## src/rtl/seg_pkg.sv

```systemverilog
// Shared constants and types for the six-digit multiplexed 7-segment display path.
// Segment patterns are active-low and ordered {g,f,e,d,c,b,a}.
package seg_pkg;

  localparam int NUM_DIGITS = 6;

  typedef logic [3:0] bcd_t;

  localparam bcd_t BCD_BLANK = 4'hF;

  localparam logic [6:0] SEG_0     = 7'b1000000;
  localparam logic [6:0] SEG_1     = 7'b1111001;
  localparam logic [6:0] SEG_2     = 7'b0100100;
  localparam logic [6:0] SEG_3     = 7'b0110000;
  localparam logic [6:0] SEG_4     = 7'b0011001;
  localparam logic [6:0] SEG_5     = 7'b0010010;
  localparam logic [6:0] SEG_6     = 7'b0000010;
  localparam logic [6:0] SEG_7     = 7'b1111000;
  localparam logic [6:0] SEG_8     = 7'b0000000;
  localparam logic [6:0] SEG_9     = 7'b0010000;
  localparam logic [6:0] SEG_DASH  = 7'b0111111;
  localparam logic [6:0] SEG_BLANK = 7'b1111111;

  typedef enum logic {
    SLOT_GUARD,
    SLOT_DRIVE
  } slot_state_t;

endpackage

```

## src/rtl/bcd_seg_decode.sv

```systemverilog
// BCD nibble to active-low 7-segment pattern; purely combinational, no backpressure.
// A..E render as a dash, F renders blank.
module bcd_seg_decode
  import seg_pkg::*;
(
  input  bcd_t       digit,
  output logic [6:0] seg
);

  always_comb begin
    seg = SEG_BLANK;
    case (digit)
      4'h0: seg = SEG_0;
      4'h1: seg = SEG_1;
      4'h2: seg = SEG_2;
      4'h3: seg = SEG_3;
      4'h4: seg = SEG_4;
      4'h5: seg = SEG_5;
      4'h6: seg = SEG_6;
      4'h7: seg = SEG_7;
      4'h8: seg = SEG_8;
      4'h9: seg = SEG_9;
      4'hA, 4'hB, 4'hC, 4'hD, 4'hE: seg = SEG_DASH;
      default: seg = SEG_BLANK;
    endcase
  end

endmodule

```

## src/rtl/seg_scan_driver.sv

```systemverilog
// Scans six shadowed BCD digits onto one 7-segment bus with a blanking guard per slot.
// seg/dp/an lag the slot decision by one registered cycle; free-running, no backpressure.
module seg_scan_driver
  import seg_pkg::*;
#(
  parameter int SCAN_DIV = 1000,
  parameter int GUARD    = 50
) (
  input  logic       clk,
  input  logic       rst,
  input  logic [3:0] d1,
  input  logic [3:0] d2,
  input  logic [3:0] d3,
  input  logic [3:0] d4,
  input  logic [3:0] d5,
  input  logic [3:0] d6,
  input  logic [1:0] ampm,
  input  logic       lz_en,
  output logic [6:0] seg,
  output logic       dp,
  output logic [5:0] an,
  output logic       frame_start
);

  localparam int            CW        = $clog2(SCAN_DIV);
  localparam logic [CW-1:0] CNT_LAST  = CW'(SCAN_DIV - 1);
  localparam logic [CW-1:0] CNT_GUARD = CW'(GUARD);
  localparam logic [2:0]    IDX_LAST  = 3'(NUM_DIGITS - 1);
  localparam logic [2:0]    IDX_AMPM  = 3'(NUM_DIGITS - 2);

  logic [CW-1:0] cnt, cnt_nxt;
  logic [2:0]    idx, idx_nxt;
  slot_state_t   state, state_nxt;

  bcd_t          shadow [NUM_DIGITS];
  logic          sh_pm;
  logic          sh_lz;

  logic          snap;
  bcd_t          cur_digit;
  logic [6:0]    dec_seg;
  logic [6:0]    seg_nxt;
  logic [5:0]    an_nxt;
  logic          dp_nxt;
  logic          unused_ampm_hi;

  assign unused_ampm_hi = ampm[1];
  assign snap           = (cnt == '0) && (idx == '0);
  assign cur_digit      = shadow[idx];

  bcd_seg_decode u_decode (
    .digit (cur_digit),
    .seg   (dec_seg)
  );

  always_comb begin
    cnt_nxt = cnt + CW'(1);
    idx_nxt = idx;
    if (cnt == CNT_LAST) begin
      cnt_nxt = '0;
      idx_nxt = (idx == IDX_LAST) ? 3'd0 : idx + 3'd1;
    end
  end

  // The state always mirrors cnt < GUARD for the current cycle, so it is derived from cnt_nxt.
  always_comb begin
    state_nxt = (cnt_nxt < CNT_GUARD) ? SLOT_GUARD : SLOT_DRIVE;
    an_nxt    = '1;
    seg_nxt   = SEG_BLANK;
    dp_nxt    = 1'b1;
    case (state)
      SLOT_GUARD: begin
        an_nxt  = '1;
        seg_nxt = SEG_BLANK;
        dp_nxt  = 1'b1;
      end
      SLOT_DRIVE: begin
        an_nxt  = ~(6'b000001 << idx);
        seg_nxt = dec_seg;
        // Suppressed hours-tens keeps its anode on so every slot has the same duty cycle.
        if (idx == IDX_LAST && sh_lz && shadow[NUM_DIGITS-1] == 4'h0) begin
          seg_nxt = SEG_BLANK;
        end
        dp_nxt  = ~(idx == IDX_AMPM && sh_pm);
      end
      default: begin
        an_nxt  = '1;
        seg_nxt = SEG_BLANK;
        dp_nxt  = 1'b1;
      end
    endcase
  end

  always_ff @(posedge clk) begin
    if (rst) begin
      cnt         <= '0;
      idx         <= '0;
      state       <= SLOT_GUARD;
      sh_pm       <= 1'b0;
      sh_lz       <= 1'b0;
      for (int i = 0; i < NUM_DIGITS; i++) begin
        shadow[i] <= BCD_BLANK;
      end
      an          <= '1;
      seg         <= SEG_BLANK;
      dp          <= 1'b1;
      frame_start <= 1'b0;
    end else begin
      cnt         <= cnt_nxt;
      idx         <= idx_nxt;
      state       <= state_nxt;
      an          <= an_nxt;
      seg         <= seg_nxt;
      dp          <= dp_nxt;
      frame_start <= snap;
      if (snap) begin
        shadow[0] <= d1;
        shadow[1] <= d2;
        shadow[2] <= d3;
        shadow[3] <= d4;
        shadow[4] <= d5;
        shadow[5] <= d6;
        sh_pm     <= ampm[0];
        sh_lz     <= lz_en;
      end
    end
  end

endmodule

```

## config.mk

```make
export PLATFORM = sky130hd
export DESIGN_NAME = seg_scan_driver
export DESIGN_NICKNAME = d
export VERILOG_FILES = /design/src/rtl/seg_pkg.sv /design/src/rtl/bcd_seg_decode.sv /design/src/rtl/seg_scan_driver.sv
export SDC_FILE = /design/constraint.sdc
export NUM_CORES = 1
export LEC_CHECK = 0
export CAP_MARGIN = 25
export CORE_ASPECT_RATIO = 0.7
export CORE_MARGIN = 10
export CORE_UTILIZATION = 40
export DETAILED_ROUTE_END_ITERATION = 7
export SLEW_MARGIN = 20
export SYNTH_ARGS = -nofsm -noshare
export SYNTH_HDL_FRONTEND = slang
export SYNTH_SLANG_ARGS = --single-unit
```

## constraint.sdc

```tcl
create_clock -name clk -period 3.1 [get_ports clk]
set_clock_uncertainty 0.15 [all_clocks]
set_input_delay 0.62 -clock clk [delete_from_list [all_inputs] [get_ports clk]]
set_output_delay 0.62 -clock clk [all_outputs]
set_load 0.01 [all_outputs]
```

==> out/metrics.cfg <==
[outcome]
status=finished clean

[die]
rows=24
die-height_um=87.1
die_width_um=116
initial_utilization_pct=41.2
design.core.area_um2=6250
die_area_um2=10100
io_pins=44

[timing]
setup_viol=0
final.setup.worst_slack_ns=0.671
hold_viol=0
fin_crit_sh_pct=78.4
finalSetupTns_ns=0
finalMaxSlewViolations=0
timing.fmax_mhz=412
rsz0062_at_grt=false
whs_ns=0.263
min_period_ns=2.43
worst_slew_pin_slew_ns=0.885
max_slew_margin_pct=41.0

[hold_path]
hp-start=sh_pm$_SDFFE_PP0P_
hold_class=register to register
min_path_cells=1
holdPathEnd=dp$_SDFF_PP1_

[clock_tree]
cts_tree=done
cts_buffers=9
cts.sinks=58
cts_resized=0
cts-root-buf=clkbuf_8
clockBufferDepth=2
ctsHoldBuffers=0
clkLatencyLatePin_ns=0.33
path_clk_slew_ns=0.07
htree_levels=3
cts_setup_buffers=0

[yosys]
ys.flop_type=dfxtp_1
synth_top_area_share_pct=28.0
synth_xor_area_share_pct=3.06
synth_area_um2=2580
synth_edf_count=24
ys_async_sr_fraction_pct=0
yosys_warnings=0
synthCells=235
ys_ff_latch=58
synth.distinct_cells=44
muxShareOfSynthArea_pct=8.16
synth_area_leaders=edfxtp_1 (28%), dfxtp_1 (26%), or3_1 (6.3%), ha_1 (3.9%), mux4_2 (3.5%)
synth_top_family_by_area=simple AND/OR/NAND/NOR gates
synth_most_common_cell=dfxtp_1
avgSynthCellArea_um2=11.0
yosys-top-cells-count=dfxtp_1 (34), or3_1 (26), edfxtp_1 (24), nor2_1 (24), nand2_1 (13)
synthSimpleGateAreaFrac_pct=20.2
ys_seq_area_share_pct=54.4
synth_compound_area_share_pct=6.27
synth-adder-area-share_pct=3.89
syn_nets=272
synth_largest_area_cell=edfxtp_1

[worst_setup_path]
path_max_fanout=8
rr_endpoint=seg[1]$_SDFF_PP1_
path_delay_family=multiplexers
cp.buffers_inverters=1
worstPathArrival_ns=2.48
worstPathCellList=mux2_2, mux4_2, inv_1, ha_1, a21oi_1, o21ai_0
critPathKind=register to register
crit_slowest_cell=dfxtp_1
required_ns=3.15
r2r_cells=6
rrSetupSlack_ns=0.67
max_stage_delay_ns=0.56
startpoint_type=register
worst_setup_path_end_kind=register

[layout]
drive_gt1_share_pct=10.0
area_growth_pct=25.5
fin_nets=312
fillers=577
num_antenna_cells=0

[power_and_ir_drop]
p_seq_share_pct=50.7
ir_worst_vdd_v=0.000218
p_clk_share_pct=39.5
comb_power_share_pct=9.8
internal-power_w=0.00130
swShare_pct=22.7
cellPowerDensity_nw_per_um2=521
power_w=0.00169
p_sw_w=0.000383
p_leak_nw=1.10

[job]
cap_viol_max_count=0

[detailed_routing]
post_drt_wl_per_cell_um=15.0
drt-pass1-iter-count=4
final_antenna_net_count=0
first_iter_violations=123
drt_wl_total_um=5360
route.detailed.drc=0
via_count=1803
drt-vias-per-instance=5.04

[placed_design]
dp_hpwl_um=3840
numPortBuffers=42
gp_congestion=0.865
dp_worst_setup_slack_ns=0.591

[grt]
grt_overflow=0
antenna_found_initial=0
grt_first_pass_wirelength_um=8660
grt_max_degree=33
grt_pass1_vias=1717
grt_usage_pct=11.1

## worst register-to-register path, cell delays in order (launching register included)
cell	delay [ns]
dfxtp_1	0.56
mux2_2	0.40
mux4_2	0.56
inv_1	0.14
ha_1	0.27
a21oi_1	0.12
o21ai_0	0.09
## cell usage in the layout (no fill, tap or decap), drive strengths merged, types with 2 or more instances in the layout
cell	n
clkbuf	15
o21a	2
dfxtp	34
mux2	8
ha	8
mux2i	3
a31oi	3
clkdlybuf4s50	42
or4	3
nor2	24
a22o	2
nand2	13
xnor2	4
a21oi	4
nor2b	5
nand4	3
buf	2
mux4	4
inv	10
o21ai	5
nand3	12
xor2	5
a32oi	2
or3	26
edfxtp	24
## layout make-up
| class | instances | area (µm²) | area share, % |
|---|---|---|---|
| Tap cell | 78 | 97.6 | 3.02 |
| Multi-Input combinational cell | 152 | 1070 | 33.1 |
| Sequential cell | 58 | 1400 | 43.3 |
| Clock inverter | 1 | 5.00 | 0.155 |
| Inverter | 10 | 37.5 | 1.16 |
| Timing Repair Buffer | 44 | 435 | 13.5 |
| Clock buffer | 15 | 188 | 5.80 |
## power groups by stage
stage	clock network, W	registers [W]	logic [W]
finish	0.000665	0.000854	0.000166
detailed placement	0	0.000870	0.000169
floorplan	0	0.000865	0.0000980
CTS	0.000689	0.000854	0.000169
global placement	0	0.000870	0.000165
global route	0.000721	0.000857	0.000187
## logic make-up (layout without fill, tap and decap cells)
kind of cell             Yosys count  in the layout
AO/OA/AOI/OAI                     24             24
XOR/XNOR                           9              9
adder cells (fa/ha/maj)            8              8
buffers and inverters             25             70
flip-flops                        58             58
multiplexers                      15             15
AND/OR/NAND/NOR                   96             96
## per-layer routing
metal / vias to the layer above / global-route usage (%) / share of wire [%]
li1: 919 / - / -
met1: 823 / 14.6 / 51
met2: 53 / 14.5 / 40
met3: 8 / 6.27 / 7.6
met4: 0 / 4.19 / 1.2
met5: - / 0 / 0
## sequential cells by signal (all words and copies together) (netlist names), 3 cells and up, named ones only
register  cells
cnt          10
an            6
seg           7
shadow       24
idx           3
## worst max path at each step
stage	from	end	slack, ns	depth (start not counted)
2_1_floorplan	cnt[6]$_SDFF_PP0_	shadow[0][0]$_SDFFCE_PN1P_	0.93	5
3_3_place_gp	rst	shadow[0][2]$_SDFFCE_PN1P_	0.60	3
3_5_place_dp	rst	shadow[2][1]$_SDFFCE_PN1P_	0.59	3
4_1_cts	register	seg[1]$_SDFF_PP1_	0.65	6
5_1_grt	cnt[0]$_SDFF_PP0_	shadow[2][3]$_SDFFCE_PN1P_	0.48	6
6_report	register	seg[1]$_SDFF_PP1_	0.67	6
## per-stage QoR
| step | util [%] | cell area, µm² | std cells |
|---|---|---|---|
| CTS | 51.8 | 3230 | 358 |
| detailed placement | 48.7 | 3040 | 342 |
| floorplan | - | 2580 | 235 |
| finish | 51.8 | 3230 | 358 |
| global route | 51.8 | 3230 | 358 |
| global placement | 48.7 | 3040 | 342 |
No activity file was read; power rests on OpenSTA's default activity.
